--- src/rtl/store_drain_buffer_pkg.sv ---
// Shared types and constants for the store drain buffer and the load/store
// formatting logic.
package store_drain_buffer_pkg;

  typedef logic bool;

  typedef enum logic [2:0] {
    BYTE   = 3'd0,
    HALF   = 3'd1,
    WORD   = 3'd2,
    BYTE_U = 3'd3,
    HALF_U = 3'd4
  } ldst_mode_t;

  localparam int BUF_SIZE     = 8;
  localparam int BUF_SIZE_LOG = 3;

  localparam int SB_DEPTH     = 4;
  localparam int SB_DEPTH_LOG = 2;

  // One queued store, already formatted for the data-memory write port.
  typedef struct packed {
    logic [29:0] word_addr;
    logic [31:0] wdata;
    logic [3:0]  strb;
  } sb_entry_t;

endpackage

--- src/rtl/store_drain_buffer_if.sv ---
// Data-memory write port between the store drain buffer (master) and memory
// (slave).
// Handshake: a write transfers on every rising clk edge where mem_req and
// mem_ready are both high; while mem_req is high and mem_ready low the master
// holds mem_addr/mem_wdata/mem_strb stable; mem_ready with mem_req low is
// ignored.
interface store_drain_buffer_if;
  logic        mem_req;
  logic [31:0] mem_addr;
  logic [31:0] mem_wdata;
  logic [3:0]  mem_strb;
  logic        mem_ready;

  modport master (output mem_req, output mem_addr, output mem_wdata,
                  output mem_strb, input mem_ready);
  modport slave  (input mem_req, input mem_addr, input mem_wdata,
                  input mem_strb, output mem_ready);
endinterface

--- src/rtl/store_drain_buffer_store_format.sv ---
// Combinational store formatter: byte strobes, lane-replicated write data and
// an alignment error from access size and the low address bits. Unsigned
// modes behave as their signed counterparts; unknown encodings are rejected
// as misaligned so they never reach memory.
import store_drain_buffer_pkg::*;

module store_format (
  input  ldst_mode_t  i_mode,
  input  logic [1:0]  i_addr_lo,
  input  logic [31:0] i_data,
  output logic [3:0]  o_strb,
  output logic [31:0] o_wdata,
  output logic        o_misaligned
);

  // Decode size into strobes/replicated data and flag misalignment.
  always_comb begin
    o_strb       = 4'b0000;
    o_wdata      = 32'h0;
    o_misaligned = 1'b0;
    case (i_mode)
      BYTE, BYTE_U: begin
        o_strb  = 4'b0001 << i_addr_lo;
        o_wdata = {4{i_data[7:0]}};
      end
      HALF, HALF_U: begin
        o_misaligned = i_addr_lo[0];
        o_strb       = i_addr_lo[1] ? 4'b1100 : 4'b0011;
        o_wdata      = {2{i_data[15:0]}};
      end
      WORD: begin
        o_misaligned = (i_addr_lo != 2'b00);
        o_strb       = 4'b1111;
        o_wdata      = i_data;
      end
      default: o_misaligned = 1'b1;
    endcase
  end

endmodule

--- src/rtl/store_drain_buffer.sv ---
// In-order store drain buffer between commit and the data-memory write port.
// Optional load-conflict check enabled by defining STORE_BUFFER_FWD_CHECK_EN.
import store_drain_buffer_pkg::*;

module store_drain_buffer #(
  parameter int SB_DEPTH     = store_drain_buffer_pkg::SB_DEPTH,
  parameter int SB_DEPTH_LOG = store_drain_buffer_pkg::SB_DEPTH_LOG
) (
  input  logic                  clk,
  input  logic                  reset,
  input  logic                  store_enable,
  input  ldst_mode_t            store_mode,
  input  logic [31:0]           store_addr,
  input  logic [31:0]           store_data,
  output logic                  sb_full,
  output logic                  sb_empty,
  output logic                  sb_error,
`ifdef STORE_BUFFER_FWD_CHECK_EN
  input  logic                  ld_check,
  input  logic [31:0]           ld_addr,
  output logic                  ld_conflict,
`endif
  store_drain_buffer_if.master  mem
);

  localparam logic [SB_DEPTH_LOG:0] FULL_CNT = (SB_DEPTH_LOG+1)'(SB_DEPTH);

  sb_entry_t               r_mem [SB_DEPTH];
  logic [SB_DEPTH_LOG-1:0] r_head;
  logic [SB_DEPTH_LOG-1:0] r_tail;
  logic [SB_DEPTH_LOG:0]   r_count;
  logic                    r_error;

  logic [3:0]  w_strb;
  logic [31:0] w_wdata;
  logic        w_misaligned;
  logic        w_full;
  logic        w_empty;
  logic        w_enq;
  logic        w_deq;
  sb_entry_t   w_new_entry;
  sb_entry_t   w_head_entry;

  store_format u_fmt (
    .i_mode       (store_mode),
    .i_addr_lo    (store_addr[1:0]),
    .i_data       (store_data),
    .o_strb       (w_strb),
    .o_wdata      (w_wdata),
    .o_misaligned (w_misaligned)
  );

  assign w_full       = (r_count == FULL_CNT);
  assign w_empty      = (r_count == '0);
  assign w_enq        = store_enable && !w_full && !w_misaligned;
  assign w_deq        = !w_empty && mem.mem_ready;
  assign w_new_entry  = '{word_addr: store_addr[31:2], wdata: w_wdata, strb: w_strb};
  assign w_head_entry = r_mem[r_head];

  // Outputs come straight from the head entry; gating with empty keeps them
  // zero out of reset without needing to reset the storage array.
  assign sb_full       = w_full;
  assign sb_empty      = w_empty;
  assign sb_error      = r_error;
  assign mem.mem_req   = !w_empty;
  assign mem.mem_addr  = w_empty ? 32'h0 : {w_head_entry.word_addr, 2'b00};
  assign mem.mem_wdata = w_empty ? 32'h0 : w_head_entry.wdata;
  assign mem.mem_strb  = w_empty ? 4'h0  : w_head_entry.strb;

  // Entry storage: write the formatted store at the tail slot.
  always_ff @(posedge clk) begin
    if (w_enq) r_mem[r_tail] <= w_new_entry;
  end

  // Pointers and occupancy; simultaneous enqueue and dequeue keeps count.
  always_ff @(posedge clk or posedge reset) begin
    if (reset) begin
      r_head  <= '0;
      r_tail  <= '0;
      r_count <= '0;
    end else begin
      if (w_enq) r_tail <= r_tail + 1'b1;
      if (w_deq) r_head <= r_head + 1'b1;
      case ({w_enq, w_deq})
        2'b10:   r_count <= r_count + 1'b1;
        2'b01:   r_count <= r_count - 1'b1;
        default: r_count <= r_count;
      endcase
    end
  end

  // Sticky error on any rejected store (misaligned or buffer full).
  always_ff @(posedge clk or posedge reset) begin
    if (reset)                                        r_error <= 1'b0;
    else if (store_enable && (w_full || w_misaligned)) r_error <= 1'b1;
  end

`ifdef STORE_BUFFER_FWD_CHECK_EN
  logic                    w_hit;
  logic [SB_DEPTH_LOG-1:0] w_off;
  logic                    w_unused_ld_lo;

  assign w_unused_ld_lo = &{1'b0, ld_addr[1:0]};

  // Word-address match against occupied slots only (distance from head < count).
  always_comb begin
    w_hit = 1'b0;
    w_off = '0;
    for (int i = 0; i < SB_DEPTH; i++) begin
      w_off = SB_DEPTH_LOG'(i) - r_head;
      if (({1'b0, w_off} < r_count) && (r_mem[i].word_addr == ld_addr[31:2]))
        w_hit = 1'b1;
    end
  end

  assign ld_conflict = ld_check && w_hit;
`endif

endmodule

--- src/flat_wrapper.sv ---
// flat-port wrapper written by rule: the top's interface ports become plain ports
module store_drain_buffer_flat 
#(
  parameter int SB_DEPTH     = store_drain_buffer_pkg::SB_DEPTH,
  parameter int SB_DEPTH_LOG = store_drain_buffer_pkg::SB_DEPTH_LOG
)
  (clk, reset, store_enable, store_mode, store_addr, store_data, sb_full, sb_empty, sb_error, mem_mem_req, mem_mem_addr, mem_mem_wdata, mem_mem_strb, mem_mem_ready);
  store_drain_buffer_if mem_i ();
  input  logic clk;
  input  logic reset;
  input  logic store_enable;
  input  ldst_mode_t store_mode;
  input  logic [31:0] store_addr;
  input  logic [31:0] store_data;
  output logic sb_full;
  output logic sb_empty;
  output logic sb_error;
  output wire logic [$bits(mem_i.mem_req)-1:0] mem_mem_req;
  output wire logic [$bits(mem_i.mem_addr)-1:0] mem_mem_addr;
  output wire logic [$bits(mem_i.mem_wdata)-1:0] mem_mem_wdata;
  output wire logic [$bits(mem_i.mem_strb)-1:0] mem_mem_strb;
  input wire logic [$bits(mem_i.mem_ready)-1:0] mem_mem_ready;
  assign mem_mem_req = mem_i.mem_req;
  assign mem_mem_addr = mem_i.mem_addr;
  assign mem_mem_wdata = mem_i.mem_wdata;
  assign mem_mem_strb = mem_i.mem_strb;
  assign mem_i.mem_ready = mem_mem_ready;
  store_drain_buffer #(.SB_DEPTH(SB_DEPTH), .SB_DEPTH_LOG(SB_DEPTH_LOG)) u_core (.clk(clk), .reset(reset), .store_enable(store_enable), .store_mode(store_mode), .store_addr(store_addr), .store_data(store_data), .sb_full(sb_full), .sb_empty(sb_empty), .sb_error(sb_error), .mem(mem_i));
endmodule
--- config.mk ---
export PLATFORM = sky130hd
export DESIGN_NAME = store_drain_buffer_flat
export DESIGN_NICKNAME = d
export VERILOG_FILES = /design/src/rtl/store_drain_buffer_pkg.sv /design/src/rtl/store_drain_buffer_if.sv /design/src/rtl/store_drain_buffer_store_format.sv /design/src/rtl/store_drain_buffer.sv /design/src/flat_wrapper.sv
export SDC_FILE = /design/constraint.sdc
export NUM_CORES = 1
export LEC_CHECK = 0
export ABC_CLOCK_PERIOD_IN_PS = 3500
export CAP_MARGIN = 20
export CORE_MARGIN = 1
export CORE_UTILIZATION = 25
export DETAILED_ROUTE_END_ITERATION = 8
export SYNTH_ARGS = -nofsm -noshare
export SYNTH_HDL_FRONTEND = slang
export SYNTH_SLANG_ARGS = --single-unit
--- constraint.sdc ---
create_clock -name clk -period 3.5 [get_ports clk]
set_input_delay 0.525 -clock clk [delete_from_list [all_inputs] [get_ports clk]]
set_output_delay 0.525 -clock clk [all_outputs]
set_load 0.02 [all_outputs]
======== After elaboration in Yosys (flattened, before gate mapping) ========
Memories as Yosys holds them, arrays and structs flattened.
Index checks and enable logic that the tools add are counted.
storage, ports and cells
  RAM bits ................................ 264
  flip-flop bits (word level) ............. 8
  output and inout port bits .............. 72
  logic and storage cells ................. 41
  memories kept ........................... 1
  bits of input ports ..................... 71
memories
  name          depth  width  rd ports  clocked after memory_dff  write ports  line                      text
  u_core.r_mem  4      66     1         0                         1            store_drain_buffer.sv:28  sb_entry_t r_mem [SB_DEPTH];
operators by class
  reduce and logical (&&, ||, !) cells .... 14
  shift operators ......................... 1
  eq/ne operators ......................... 7
  add/subtract/negate cells ............... 4
  multiplexer cells ....................... 10
operator list
  operator                                              count
  case mux 32 bit (3 select lines)                      1
  2-to-1 mux 32 bit                                     2
  case mux 4 bit (3 select lines)                       1
  2-to-1 mux 4 bit                                      2
  equality test 3 x 2 -> 1 bit (second input constant)  2
  equality test 3 bit (second input constant)           2
  logical NOT 3 bit                                     2
  case mux 3 bit (2 select lines)                       1
  adder 2 x 1 -> 2 bit (second input constant)          2
  logical AND 1 bit                                     4
  nonzero test 2 bit                                    2
  OR reduction 2 bit                                    2
  left shift 1 x 2 -> 4 bit (first input constant)      1
  adder 3 x 1 -> 3 bit (second input constant)          1
  equality test 3 x 1 -> 1 bit (second input constant)  1
  logical NOT 1 bit                                     3
  case mux 1 bit (3 select lines)                       1
  subtractor 3 x 1 -> 3 bit (second input constant)     1
  equality test 2 x 1 -> 1 bit (second input constant)  1
  equality test 2 bit (second input constant)           1
  2-to-1 mux 1 bit                                      2
  logical OR 1 bit                                      1

======== Depth between registers and ports, before layout ========
  depth in word-level cells ............... 7
  gate-level depth with buffers ........... 12
  depth with buffers taken out ............ 10

======== Hierarchy ========
A second synthesis with hierarchy kept.
unflattened totals
  cells, all modules ...................... 587
  area, all modules ....................... 11335.9 µm²
by module, submodules not included
  module              times used  area each (µm²)  cells an instance
  store_drain_buffer  1           10468.8          464
  store_format        1           867.1            123

======== Worst setup path before layout ========
OpenSTA, ideal clock, no wires.
  kind .................................... input port to flip-flop
  from .................................... input port store_mode[0]
  to ...................................... memory u_core.r_mem[2][0] (netlist bit), enable pin
  setup time .............................. 431 ps
  setup slack ............................. 130 ps
  data arrival time ....................... 2939 ps
  path buffers ............................ 2
  stages .................................. 6
  cells stage by stage .................... buf_6 o21a_1 a311oi_2 and3_1 buf_6 and2_1
between the ends
  cells in the longest elaborated chain, start to end .. 7
  elaborated cells on any way between the ends .. 12
  classes of those cells .................. 4 x eq/ne; 3 x mux; 5 x reduce/logical
RTL lines
  what                                                        line                                   text
  start, declared                                             flat_wrapper.sv:12                     input ldst_mode_t store_mode;
  equality test 3 x 1 -> 1 bit, or another cell as far along  store_drain_buffer_store_format.sv:21  case (i_mode)
  OR reduction 2 bit                                          store_drain_buffer_store_format.sv:21
  case mux 1 bit (3 select lines) *                           store_drain_buffer_store_format.sv:21
  logical NOT 1 bit *                                         store_drain_buffer.sv:55               assign w_enq = store_enable && !w_full && !w_misaligned;
  logical AND 1 bit *                                         store_drain_buffer.sv:55
  2-to-1 mux 1 bit *                                          store_drain_buffer.sv:72               if (w_enq) r_mem[r_tail] <= w_new_entry;
  2-to-1 mux 1 bit (implied by the code) *                    store_drain_buffer.sv:72
  end, declared                                               store_drain_buffer.sv:28
Mark *: on every way between the ends. The rest lies on a longest branch, timed or not.

======== Worst setup path in the final report ========
  from .................................... register u_core.r_head[0]
  to ...................................... output port mem_mem_wdata[20]
between the ends
  cells in the longest elaborated chain, start to end .. 2
RTL lines
  what                    line                      text
  start, declared         store_drain_buffer.sv:29  logic [SB_DEPTH_LOG-1:0] r_head;
  start signal, assigned  store_drain_buffer.sv:83  if (w_deq) r_head <= r_head + 1'b1;
  memory (4 x 66 bit)     -
  2-to-1 mux 32 bit       store_drain_buffer.sv:67  assign mem.mem_wdata = w_empty ? 32'h0 : w_head_entry.wdata;
  end, declared           flat_wrapper.sv:20        output wire logic [$bits(mem_i.mem_wdata)-1:0] mem_mem_wdata;
No other way between the ends.

==> flow_summary.ini <==
[power]
vdd_drop_max_v = 0.000403
p_switching_mw = 3.69
clockPowerShare = 0.255
combPwrFrac = 0.385
p_leak_nw = 4.67
swShare = 0.317
seq_power_share = 0.359
power.internal_mw = 7.95
pwr_density_cell_mw_per_mm2 = 802

[clock_tree]
cts_setup_buffers = 0
hold_buffers = 0
path_clk_slew_ps = 60
post_cts_resized = 0
clockRootBuffer = clkbuf_16
clock_sinks = 272
cts_tree = done
cts_made_buffers = 29
htree_levels = 1
ctsLongestPathBuffers = 3
clk_latency_ps = 570

[routing]
dr.pass1.iters = 4
routedWlPerCell_um = 19.2
via_per_inst = 4.29
num_vias = 5888
drtIter0Drc = 322
drc = 0
antenna_left = 0
wirelength_mm = 26.4

[timing]
period_share = 0.957
fin_skew_ps = 20.8
fmax_mhz = 299
hold_violations = 0
slew-limit-headroom = 0.382
tns_ps = 0
setup_viol = 0
fin_crit_ps = 3350
rsz0062_at_grt = true
report.final.slew_viol_count = 0
tightest_slew_ps = 919

[setup_path]
required_ps = 2970
setup.worst_path.class = reg -> out
cp.arrival_ps = 2820
worst-path-max-fanout = 15
r2r-end = u_core.r_count[2]
reg2reg_slack_ps = 1200
reg2reg_depth = 10
start_kind = flop
worst_r2r_startpoint = u_core.r_count[0]
setup.worst_path.end_class = primary output

[floorplan]
placementRows = 77
start_util = 0.254
io_pins = 143
die_area_sq_mm = 0.0459
fp.dieH_um = 214
chipWidth_um = 214
core-area_sq_mm = 0.0443

[cells_and_area]
drive_above_1_share = 0.188
areaGrowthSynthToFinish_pct = 28.9
final_nets = 836
fillers = 4291
fin_util = 0.328
diodes = 0
final_cells = 1374

[logic_synthesis]
netlist.top_cell.by_area = edfxtp_1
synth_common_cells = edfxtp_1, and2_1, mux4_2
synth_ff_type = edfxtp_1
ys_seq_area_frac = 0.721
syn_avg_cell_area_sq_um = 18.8
synth_edf_count = 264
synth_area_sq_mm = 0.0113
synth_area_leaders = edfxtp_1, mux4_2, and2_1
synthDistinctLibCells = 34
synth.most_common_cell = edfxtp_1
async_reset_ff_frac = 0.0294
synthCells = 600
yosys_warnings = 0
synth_seq_cells = 272
synth_top_cell_area_share = 0.704

[global_routing]
grt_start_max_net_pins = 69
grt_use_total = 0.114
use_met1 = 0.166
gr-total-overflow = 0
antenna_found_initial = 2
busiest_layer = met2
grt_util_met2 = 0.174
use_met3 = 0.0223
grt_first_pass_wirelength_mm = 39.7
grt_pass1_vias = 6252

[placed_design]
place.detailed.hpwl_mm = 17.5
place_congestion = 0.756
placedCellCount = 1320
io_buffer_count = 140

[run_status]
status = finished, final reports clean

[flow_run]
cap_violations = 0

[worst_hold_path]
hold_class = in -> async
layer usage:
layer	share of wire	vias up	wire length [um]
li1	-	2680	-
met1	0.47	2984	12400
met2	0.45	186	11800
met3	0.063	38	1670
met4	0.018	0	471
met5	0	-	0
layout by cell type, fill, tap and decap left out, drive strengths merged, types with 2 or more instances in the layout:
master and n:
clkdlybuf4s50 140, a211oi 16, edfxtp 264, nor2b 14, clkinvlp 5, mux4 66
clkbuf 33, xor2 5, o32ai 2, o21ai 20, and2 83, dfrtp 8
a21oi 11, conb 2, and3 2, ha 5, inv 13, clkinv 12
xnor2 4, nor2 4, nand2 20, buf 25, o31ai 8, mux2i 9
bufinv 2
worst max-delay path by stage:
stage	from	to	slack [ps]
floorplan	store_mode[0]	u_core.r_mem[2][0]	130
global placement	store_mode[2]	u_core.r_mem[0][14]	500
detailed placement	store_addr[1]	u_core.r_mem[0][14]	460
CTS	u_core.r_head[0]	mem_mem_wdata[20]	70
global route	u_core.r_head[0]	mem_mem_wdata[13]	-3
finish	u_core.r_head[0]	mem_mem_wdata[20]	150
per-stage QoR:
step	cell area, sq um	total power, mW	setup slack [ps]	hold slack [ps]
after floorplan	11300	6.85	130	341
after global placement	13600	8.86	503	451
after detailed placement	13600	8.88	456	456
after CTS	14500	11.9	69.2	227
after global routing	14500	12.2	-2.90	254
final	14500	11.6	152	238
state kept, by name, indices dropped and copies added, names as in the netlist:
name / cells
u_core.r_mem: 264
u_core.r_count: 3
u_core.r_head: 2
u_core.r_tail: 2
u_core.sb_error: 1
power groups by stage:
stage | Combinational [mW] | Sequential (mW) | Clock [mW]
6_report | 4.49 | 4.18 | 2.97
5_1_grt | 4.83 | 4.22 | 3.18
4_1_cts | 4.64 | 4.19 | 3.06
3_5_place_dp | 4.62 | 4.26 | 0
3_3_place_gp | 4.61 | 4.25 | 0
2_1_floorplan | 2.69 | 4.16 | 0
layout make-up:
class / instances / area, sq um / area share
Sequential cell: 272 / 8140 / 0.560
Multi-Input combinational cell: 280 / 2900 / 0.200
Clock inverter: 21 / 188 / 0.0129
Tap cell: 592 / 741 / 0.0510
Timing Repair Buffer: 165 / 1780 / 0.122
Inverter: 11 / 41.3 / 0.00284
Clock buffer: 33 / 741 / 0.0510
worst max-delay path: stages, from the launching register on:
cell	delay, ps
dfrtp_4	610
buf_4	360
mux4_2	560
and2_1	190
clkdlybuf4s50_1	540
cell families (layout without fill, tap and decap cells):
| logic type | Yosys count | count (layout) | synth area share |
|---|---|---|---|
| XOR/XNOR | 9 | 9 | 0.00700 |
| AO/OA/AOI/OAI | 60 | 60 | 0.0340 |
| flip-flops | 272 | 272 | 0.721 |
| AND/OR/NAND/NOR | 127 | 127 | 0.0659 |
| multiplexers | 76 | 76 | 0.141 |
| adder cells (fa/ha/maj) | 6 | 6 | 0.00733 |
| buffers and inverters | 49 | 230 | 0.0229 |
| other | 1 | 2 | 0.000333 |
No activity file was read; power rests on OpenSTA's default activity.
